### config.mk
export PLATFORM = sky130hd
export DESIGN_NAME = phase_processor_n
export DESIGN_NICKNAME = d
export VERILOG_FILES = /design/src/rtl/phase_processor_n.sv
export SDC_FILE = /design/constraint.sdc
export NUM_CORES = 2
export LEC_CHECK = 0
export BUFFER_PORTS_ARGS = -buffer_cell sky130_fd_sc_hd__clkbuf_2
export CORE_AREA = 2 2 291 293
export DETAILED_ROUTE_END_ITERATION = 6
export DIE_AREA = 0 0 293 295
export MAX_ROUTING_LAYER = met4
export PLACE_DENSITY_LB_ADDON = 0.15
export SYNTH_ARGS = -nofsm -noshare
export SYNTH_HDL_FRONTEND = slang
export SYNTH_SLANG_ARGS = --single-unit
### constraint.sdc
create_clock -name sys_clk -period 8.8 [get_ports sys_clk]
set_clock_uncertainty 0.1 [all_clocks]
set_input_delay 2.2 -clock sys_clk [delete_from_list [all_inputs] [get_ports sys_clk]]
set_output_delay 2.2 -clock sys_clk [all_outputs]
set_load 0.02 [all_outputs]
### src/rtl/phase_processor_n.sv
// phase_processor_n
//   Takes the time-multiplexed magnitude/phase stream from the CORDIC (one
//   sample per channel per frame, channel 0 first) and publishes per-channel
//   magnitude and reference-referred phase:
//     phase[k] - mult[k]*phase[0]   (two's-complement wrap at +/-pi)
//   Results are boxcar-averaged over 2^avg_log2 complete frames.
//
// Ports
//   sys_clk, sys_rst   clock, synchronous active-high reset
//   mag_in, phase_in   sample data, qualified by strobe_in
//   strobe_in          one sample per pulse (may be asserted every cycle)
//   first_in           with strobe_in: this sample is channel 0 (resyncs)
//   mult_factors       harmonic multiplier for ch k at [(k-1)*MULT_W +: MULT_W]
//   avg_log2           averaging depth, clamped to AVG_MAX, taken at block start
//   mags, phases       published results, ch k at [k*W +: W]
//   strobe_out         one-cycle pulse in the cycle mags/phases change
//   frame_err          one-cycle pulse when a partial frame is discarded
//
// Handshake: strobe_in is a valid with no ready; every qualified sample is
// consumed the cycle it is presented, so the pipeline never stalls.
//
// Pipeline (strobe_in sampled at edge E1):
//   E1  channel tracking, reference phase latch, sample captured
//   E2  single shared multiplier: prod = phase[0]*mult[k] (mod 2^PH_W)
//   E3  diff = phase - prod; frame buffer write, or on the last channel the
//       whole frame is folded into the accumulators (and published when the
//       block is complete). strobe_out is therefore high 3 cycles after the
//       last channel's strobe_in.
module phase_processor_n #(
   parameter int N_CH    = 4,
   parameter int MAG_W   = 21,
   parameter int PH_W    = 22,
   parameter int MULT_W  = 4,
   parameter int AVG_MAX = 8
) (
   input  logic                       sys_clk,
   input  logic                       sys_rst,
   input  logic [MAG_W-1:0]           mag_in,
   input  logic [PH_W-1:0]            phase_in,
   input  logic                       strobe_in,
   input  logic                       first_in,
   input  logic [(N_CH-1)*MULT_W-1:0] mult_factors,
   input  logic [3:0]                 avg_log2,
   output logic [N_CH*MAG_W-1:0]      mags,
   output logic [N_CH*PH_W-1:0]       phases,
   output logic                       strobe_out,
   output logic                       frame_err
);

   localparam int CW  = $clog2(N_CH);
   localparam int AMW = MAG_W + AVG_MAX;
   localparam int APW = PH_W + AVG_MAX;
   localparam logic [CW-1:0] LAST_CH = CW'(N_CH - 1);
   localparam logic [3:0]    AVG_LIM = 4'(AVG_MAX);

   // ---------------- input stage ----------------
   logic [CW-1:0]      cnt;
   logic [CW-1:0]      ch_eff;
   logic               accept;
   logic               is_last;
   logic               is_pub;
   logic [3:0]         avg_clamp;
   logic [3:0]         avg_cur;
   logic [AVG_MAX-1:0] in_frame;
   logic [AVG_MAX:0]   blk_last;
   logic [PH_W-1:0]    ph0;

   logic               s1_v, s1_last, s1_pub;
   logic [CW-1:0]      s1_ch;
   logic [MAG_W-1:0]   s1_mag;
   logic [PH_W-1:0]    s1_ph;
   logic [3:0]         s1_sh;

   always_comb begin
      accept    = strobe_in & (first_in | (cnt != '0));
      ch_eff    = first_in ? '0 : cnt;
      is_last   = (ch_eff == LAST_CH);
      avg_clamp = (avg_log2 > AVG_LIM) ? AVG_LIM : avg_log2;
      blk_last  = ({{AVG_MAX{1'b0}}, 1'b1} << avg_cur) - 1'b1;
      // Only complete frames are counted, and only channel N_CH-1 closes
      // a frame, so the block boundary can be decided right here.
      is_pub    = is_last && ({1'b0, in_frame} == blk_last);
   end

   always_ff @(posedge sys_clk) begin
      if (sys_rst) begin
         cnt       <= '0;
         in_frame  <= '0;
         avg_cur   <= '0;
         ph0       <= '0;
         frame_err <= 1'b0;
         s1_v      <= 1'b0;
         s1_last   <= 1'b0;
         s1_pub    <= 1'b0;
         s1_ch     <= '0;
         s1_mag    <= '0;
         s1_ph     <= '0;
         s1_sh     <= '0;
      end else begin
         frame_err <= strobe_in & first_in & (cnt != '0);
         s1_v      <= accept;
         if (accept) begin
            cnt     <= is_last ? '0 : ch_eff + 1'b1;
            s1_ch   <= ch_eff;
            s1_mag  <= mag_in;
            s1_ph   <= phase_in;
            s1_last <= is_last;
            s1_pub  <= is_pub;
            s1_sh   <= avg_cur;
            if (ch_eff == '0) begin
               ph0 <= phase_in;
               // First frame of a block: the depth for the whole block.
               if (in_frame == '0)
                  avg_cur <= avg_clamp;
            end
            if (is_last)
               in_frame <= is_pub ? '0 : in_frame + 1'b1;
         end
      end
   end

   // ---------------- stage 1: shared multiplier ----------------
   logic [MULT_W-1:0]  mult_sel;
   logic               s2_v, s2_last, s2_pub;
   logic [CW-1:0]      s2_ch;
   logic [MAG_W-1:0]   s2_mag;
   logic [PH_W-1:0]    s2_ph;
   logic [PH_W-1:0]    s2_prod;
   logic [3:0]         s2_sh;

   always_comb begin
      mult_sel = '0;   // channel 0 is passed through unmodified
      for (int k = 1; k < N_CH; k++)
         if (s1_ch == CW'(k))
            mult_sel = mult_factors[(k-1)*MULT_W +: MULT_W];
   end

   always_ff @(posedge sys_clk) begin
      if (sys_rst) begin
         s2_v    <= 1'b0;
         s2_last <= 1'b0;
         s2_pub  <= 1'b0;
         s2_ch   <= '0;
         s2_mag  <= '0;
         s2_ph   <= '0;
         s2_prod <= '0;
         s2_sh   <= '0;
      end else begin
         s2_v    <= s1_v;
         s2_last <= s1_last;
         s2_pub  <= s1_pub;
         s2_ch   <= s1_ch;
         s2_mag  <= s1_mag;
         s2_ph   <= s1_ph;
         s2_sh   <= s1_sh;
         // The low PH_W bits of an unsigned product equal those of the
         // signed(phase0) x unsigned(mult) product, which is all we keep.
         s2_prod <= PH_W'({{MULT_W{1'b0}}, ph0} * {{PH_W{1'b0}}, mult_sel});
      end
   end

   // ---------------- stage 2: difference, accumulate, publish ----------------
   // The current frame is held in frame_mag/frame_ph and only folded into the
   // accumulators once it is complete. A partial frame is therefore discarded
   // simply by never committing it; the next frame overwrites its entries.
   logic [MAG_W-1:0]        frame_mag [N_CH];
   logic signed [PH_W-1:0]  frame_ph  [N_CH];
   logic [AMW-1:0]          acc_mag   [N_CH];
   logic signed [APW-1:0]   acc_ph    [N_CH];
   logic [AMW-1:0]          sum_mag   [N_CH];
   logic signed [APW-1:0]   sum_ph    [N_CH];
   logic signed [PH_W-1:0]  diff;
   logic signed [APW-1:0]   diff_ext;
   logic [AMW-1:0]          mag_ext;

   always_comb begin
      diff     = s2_ph - s2_prod;
      diff_ext = APW'(diff);
      mag_ext  = AMW'(s2_mag);
      for (int k = 0; k < N_CH; k++) begin
         sum_mag[k] = acc_mag[k] + ((k == N_CH-1) ? mag_ext  : AMW'(frame_mag[k]));
         sum_ph[k]  = acc_ph[k]  + ((k == N_CH-1) ? diff_ext : APW'(frame_ph[k]));
      end
   end

   always_ff @(posedge sys_clk) begin
      if (sys_rst) begin
         strobe_out <= 1'b0;
         mags       <= '0;
         phases     <= '0;
         for (int k = 0; k < N_CH; k++) begin
            frame_mag[k] <= '0;
            frame_ph[k]  <= '0;
            acc_mag[k]   <= '0;
            acc_ph[k]    <= '0;
         end
      end else begin
         strobe_out <= s2_v & s2_last & s2_pub;
         if (s2_v) begin
            if (!s2_last) begin
               frame_mag[s2_ch] <= s2_mag;
               frame_ph[s2_ch]  <= diff;
            end else begin
               for (int k = 0; k < N_CH; k++) begin
                  if (s2_pub) begin
                     mags[k*MAG_W +: MAG_W] <= MAG_W'(sum_mag[k] >> s2_sh);
                     phases[k*PH_W +: PH_W] <= PH_W'(sum_ph[k] >>> s2_sh);
                     acc_mag[k] <= '0;
                     acc_ph[k]  <= '0;
                  end else begin
                     acc_mag[k] <= sum_mag[k];
                     acc_ph[k]  <= sum_ph[k];
                  end
               end
            end
         end
      end
   end

endmodule

; ---- After elaboration in Yosys (flattened, before gate mapping)
; Memory sizes are Yosys's and may differ from the RTL's.
; Index checks and enable logic that the tools add are counted.
[totals]
ff_bits = 336
ram_bits = 408
out_inout_bits = 174
wordCells = 132
n_memories = 4
[op_classes]
add_sub_neg = 12
mul = 1
magnitude_cmp = 1
eq_ne = 5
shift = 9
mux = 45
n_bitwise = 22
n_reduce_logical = 10
[memory_table]
columns = memory, depth, width, read_ports, rd_clocked_by_memory_dff, wr, line_no
row1 = acc_ph, 4, 30, 4, 0, 4, 169  ; logic signed [APW-1:0] acc_ph [N_CH];
row2 = acc_mag, 4, 29, 4, 0, 4, 168  ; logic [AMW-1:0] acc_mag [N_CH];
row3 = frame_ph, 4, 22, 3, 0, 4, 167  ; logic signed [PH_W-1:0] frame_ph [N_CH];
row4 = frame_mag, 4, 21, 3, 0, 4, 166  ; logic [MAG_W-1:0] frame_mag [N_CH];
[ops]
columns = operator, count
row1 = two-way mux 30 bit, 8
row2 = two-way mux 29 bit, 8
row3 = adder 30 x 22 -> 30 bit, 4
row4 = >>> shifter 30 x 4 -> 22 bit, 4
row5 = adder 29 x 21 -> 29 bit, 4
row6 = >> shifter 29 x 4 -> 21 bit, 4
row7 = multiplier 22 x 4 -> 22 bit, 1
row8 = two-way mux 22 bit, 1
row9 = OR reduction 22 bit, 1
row10 = subtractor 22 bit, 1
row11 = two-way mux 21 bit, 1
row12 = OR reduction 21 bit, 1
row13 = two-way mux 1 bit, 18
row14 = OR 1 bit, 17
row15 = two-way mux 4 bit, 4
row16 = == test 8 x 9 -> 1 bit, 1
row17 = << shifter 1 x 4 -> 9 bit (first input constant), 1
row18 = subtractor 9 x 1 -> 9 bit (second input constant), 1
row19 = adder 8 x 1 -> 8 bit (second input constant), 1
row20 = logical NOT 8 bit, 1
row21 = two-way mux 2 bit, 4
row22 = two-way mux 8 bit, 1
row23 = == test 2 bit (second input constant), 3
row24 = AND reduction 3 bit, 2
row25 = 8 further kinds, 13

; ---- Logic depth before layout (Yosys ltp)
[depth]
ltp_word = 7
mapped_depth = 26

; ---- Worst setup path after synthesis
; Ideal clock, no wire load.
[synth_path]
path_type = input to register
start = in sys_rst
end = mem acc_mag[0][0] (netlist name), enable pin
setup_ns = 1.438
arrival_ns = 5.762
setup_slack_ns = 1.500
stages = 4
path_cell_list = inv_1 > clkbuf_1 > clkbuf_1 > nand2_1
[synth_lines]
columns = element, line_no
row1 = start: declaration, 37  ; input logic sys_rst,
row2 = end: declaration, 168

; ---- Worst setup path after layout
[layout_path]
start = in mult_factors[10]
end = reg s2_prod[20]
[layout_between]
elab_chain_len = 2
[layout_lines]
columns = element, line_no
row1 = start: declaration, 42  ; input logic [(N_CH-1)*MULT_W-1:0] mult_factors,
row2 = two-way mux 4 bit, 134  ; if (s1_ch == CW'(k))
row3 = multiplier 22 x 4 -> 22 bit, 158  ; s2_prod <= PH_W'({{MULT_W{1'b0}}, ph0} * {{PH_W{1'b0}}, mult_sel});
row4 = end signal: assignment, 158
row5 = end: declaration, 128  ; logic [PH_W-1:0] s2_prod;
; Every way passes these cells.
; A chain may end at the register's enable or synchronous reset.

==> flow_summary_export.csv <==
group,metric,value,unit
floorplanning,io_pins,237,
timing,final-hold-violation-count,0,
logic_synthesis,syn_area,0.04964,mm2
cts,cts_made_buffers,79,
global_routing,grt_pass1_wl,250900,um
cells_and_area,multiInputGateArea,0.02991,mm2
logic_synthesis,syn-num-nets,6050,
critical_path,cp-end-kind,"register",
logic_synthesis,syn-mean-instance-area,8.724,um2
global_routing,grt-ovfl-total,0,
logic_synthesis,synth_seq_cells,701,
cells_and_area,final_cell_area,0.05411,mm2
cts,cts_tree,"done",
logic_synthesis,synthTopCellsByArea,"edfxtp_1, dfxtp_1, ha_1",
logic_synthesis,yosysUniqueCellTypes,111,
timing,setup_viol,0,
power,vdd_drop_max,0.0001519,V
timing,slew_viol_final,0,
worst_hold_path,hold_path.class,"register to register",
floorplanning,placementRows,106,
timing,min_period_over_period,71.81,%
route,routed_via_density,6.640,
critical_path,slowest_delay,0.50,ns
timing,rsz0062_at_grt,"false",
run_status,outcome,"complete, but fails checks",
cells_and_area,nets,6056,
power,power_density,167.1,mW/mm2
critical_path,critPathSlowestCell,"fa_1",
timing,hold_slack,0.3484,ns
logic_synthesis,ys_warn_count,0,
timing,relSlewSlack,9.599,%
route,wirelength,165800,um
placement,gp_congestion,0.9957,
critical_path,crit_path_start_kind,"input pin",
placement,dp_hpwl,117500,um
logic_synthesis,synth_top_area_share,22.08,%
run_status,failed_checks,"design-rule violations",
timing,worstMarginPinSlew,1.353,ns
critical_path,worstSetupPathType,"input pin to register",
logic_synthesis,synth_common_cells,"nor2_1, nand2_1, a21oi_1",
cts,clk_latency,0.66,ns
job,drv_cap,0,
route,wire_per_inst,24.21,um
cells_and_area,layout-drive-gt1-share,11.35,%
timing,tns,0,ns
timing,fmax,158.3,MHz
logic_synthesis,synth.largest_area_cell,"edfxtp_1",
global_routing,grt_max_degree,126,
route,final_antenna_net_count,0,
placement,placed_cells,6695,
route,drt-initial-drc-count,5187,
placement,place_area,0.05135,mm2
cells_and_area,final_cells,6851,
cts,cts.sinks,701,
logic_synthesis,synth_flop_cell,"edfxtp_1",
global_routing,grt_pass1_vias,42430,
cts,clkTransAtPathRegs,0.06,ns
route,drt_pass1_iterations,7,
logic_synthesis,synth_most_common_cell,"nor2_1",
floorplanning,die_height,295,um
route,vias,45490,
global_routing,grt.total_usage,38.59,%
power,leakagePower,0.02288,uW
logic_synthesis,postSynthCellCount,5690,
floorplanning,core-area,0.08316,mm2
cts,htreeDepth,3,
floorplanning,dieArea,0.08644,mm2
cts,root_buffer,"clkbuf_16",
floorplanning,die_x,293,um
cts,cts_setup_buffers,0,
critical_path,path_cells,"clkbuf_2, mux2_2, a22o_1, buf_4, and2_1, fa_1, inv_1, fa_1, inv_1, ha_1, a21oi_1, o21bai_1, a21o_1, a21oi_1, o21ba_2, o21ai_0, nor4_1, o31ai_1, o41ai_1, xor2_1, nor2_1",
logic_synthesis,synth_edf_count,365,
cells_and_area,ff_latch_area,0.01770,mm2
cells_and_area,fill_cells,7017,
cts,ctsHoldBuffers,0,
logic_synthesis,yosysSeqAreaShare,35.63,%
floorplanning,initial_core_util,59.69,%
cts,cts_buffer_depth,3,
route,drc,2,
critical_path,worstPathRequired,9.19,ns
cells_and_area,area_delta_synth_final,9.014,%
cts,cts_resized,0,
critical_path,cp.arrival,6.71,ns
logic_synthesis,synthArstFlopShare,0,%
global_routing,antenna_found_initial,6,
timing,layout_min_cycle_time,6.319,ns
critical_path,path_max_fanout,20,
placement,port_buffers,236,
==> worst max-delay path, delay by kind of cell <==
family / cells / cell delay (ns)
compound gates: 9 / 1.81
xor+xnor: 1 / 0.19
fa+ha+maj: 3 / 1.28
buf+inv: 4 / 0.36
mux: 1 / 0.27
simple gates: 3 / 0.58
==> placed cells by master, fill, tap and decap left out, drive strengths merged, types with 26 or more instances in the layout <==
cell / count
a221oi: 27
edfxtp: 365
clkbuf: 340
o21bai: 31
nor2: 646
nand4: 41
a21oi: 455
a211oi: 114
inv: 205
o21a: 59
xor2: 112
nand2b: 50
mux4: 47
mux2i: 174
a21o: 108
and3: 89
ha: 251
a211o: 28
o211ai: 72
buf: 59
fa: 46
mux2: 70
nor2b: 95
nand3: 95
nor3: 106
o221ai: 26
o21ai: 314
or3: 37
and2: 147
a31oi: 63
o22ai: 38
xnor2: 134
nand2: 556
dfxtp: 336
a22o: 26
==> final timing paths <==
check,slack (ns),endpoint,cells after the start,start
max,2.48,s2_prod[20],21,mult_factors[10]
min,0.35,s1_ph[1],2,s1_ph[1]
max reg2reg,2.50,phases[81],26,s2_ph[0]
min reg2reg,0.35,s1_ph[1],2,s1_ph[1]
==> sequential cells by signal, indices dropped and copies added, names as in the netlist, 21 cells and up <==
register   flops
acc_ph       120
acc_mag      116
ph0           22
s2_mag        21
s2_ph         22
phases        88
s2_prod       22
s1_ph         22
mags          84
frame_ph      66
s1_mag        21
frame_mag     63
==> per-layer routing <==
metal  track usage (%)  vias to the layer above  share of wire (%)
met5                 -                        -                  0
met4             15.35                        0                4.2
met3             9.472                      479                 12
met2             56.26                     2532                 43
met1             51.61                    21630                 41
li1                  -                    20850                  -
==> logic make-up after synthesis <==
family                     Yosys count  synth area share, %
and+or+nand+nor                   1962                18.43
buffers and inverters              560                4.290
muxes                              291                7.229
AOI/OAI and AO/OA                 1632                21.83
xor gates and xnor gates           247                4.401
DFF                                701                35.63
adders and majority gates          297                8.182
==> final cells by class <==
cell class / instances / area share, %
Clock inverter: 43 / 0.8139
Multi-Input combinational cell: 4429 / 55.28
Sequential cell: 701 / 32.71
Antenna cell: 8 / 0.03700
Timing Repair Buffer: 294 / 3.045
Clock buffer: 105 / 4.255
Tap cell: 1080 / 2.497
Inverter: 191 / 1.362
==> report_power, final <==
| group | switching (uW) | internal [uW] | total (uW) |
|---|---|---|---|
| sequential | 67.3 | 3520 | 3580 |
| combinational | 1230 | 707 | 1940 |
| clock | 1500 | 2020 | 3520 |
| total | 2800 | 6240 | 9040 |
==> per-stage QoR <==
stage / util (%) / total power [uW] / setup slack, ns
after floorplan: - / 5023 / 1.500
after global placement: 61.75 / 5522 / 1.898
after detailed placement: 61.75 / 5530 / 1.844
after CTS: 65.05 / 9007 / 2.504
after global routing: 65.06 / 9350 / 2.037
final: 65.07 / 9043 / 2.481
No activity file was read; power rests on OpenSTA's default activity.
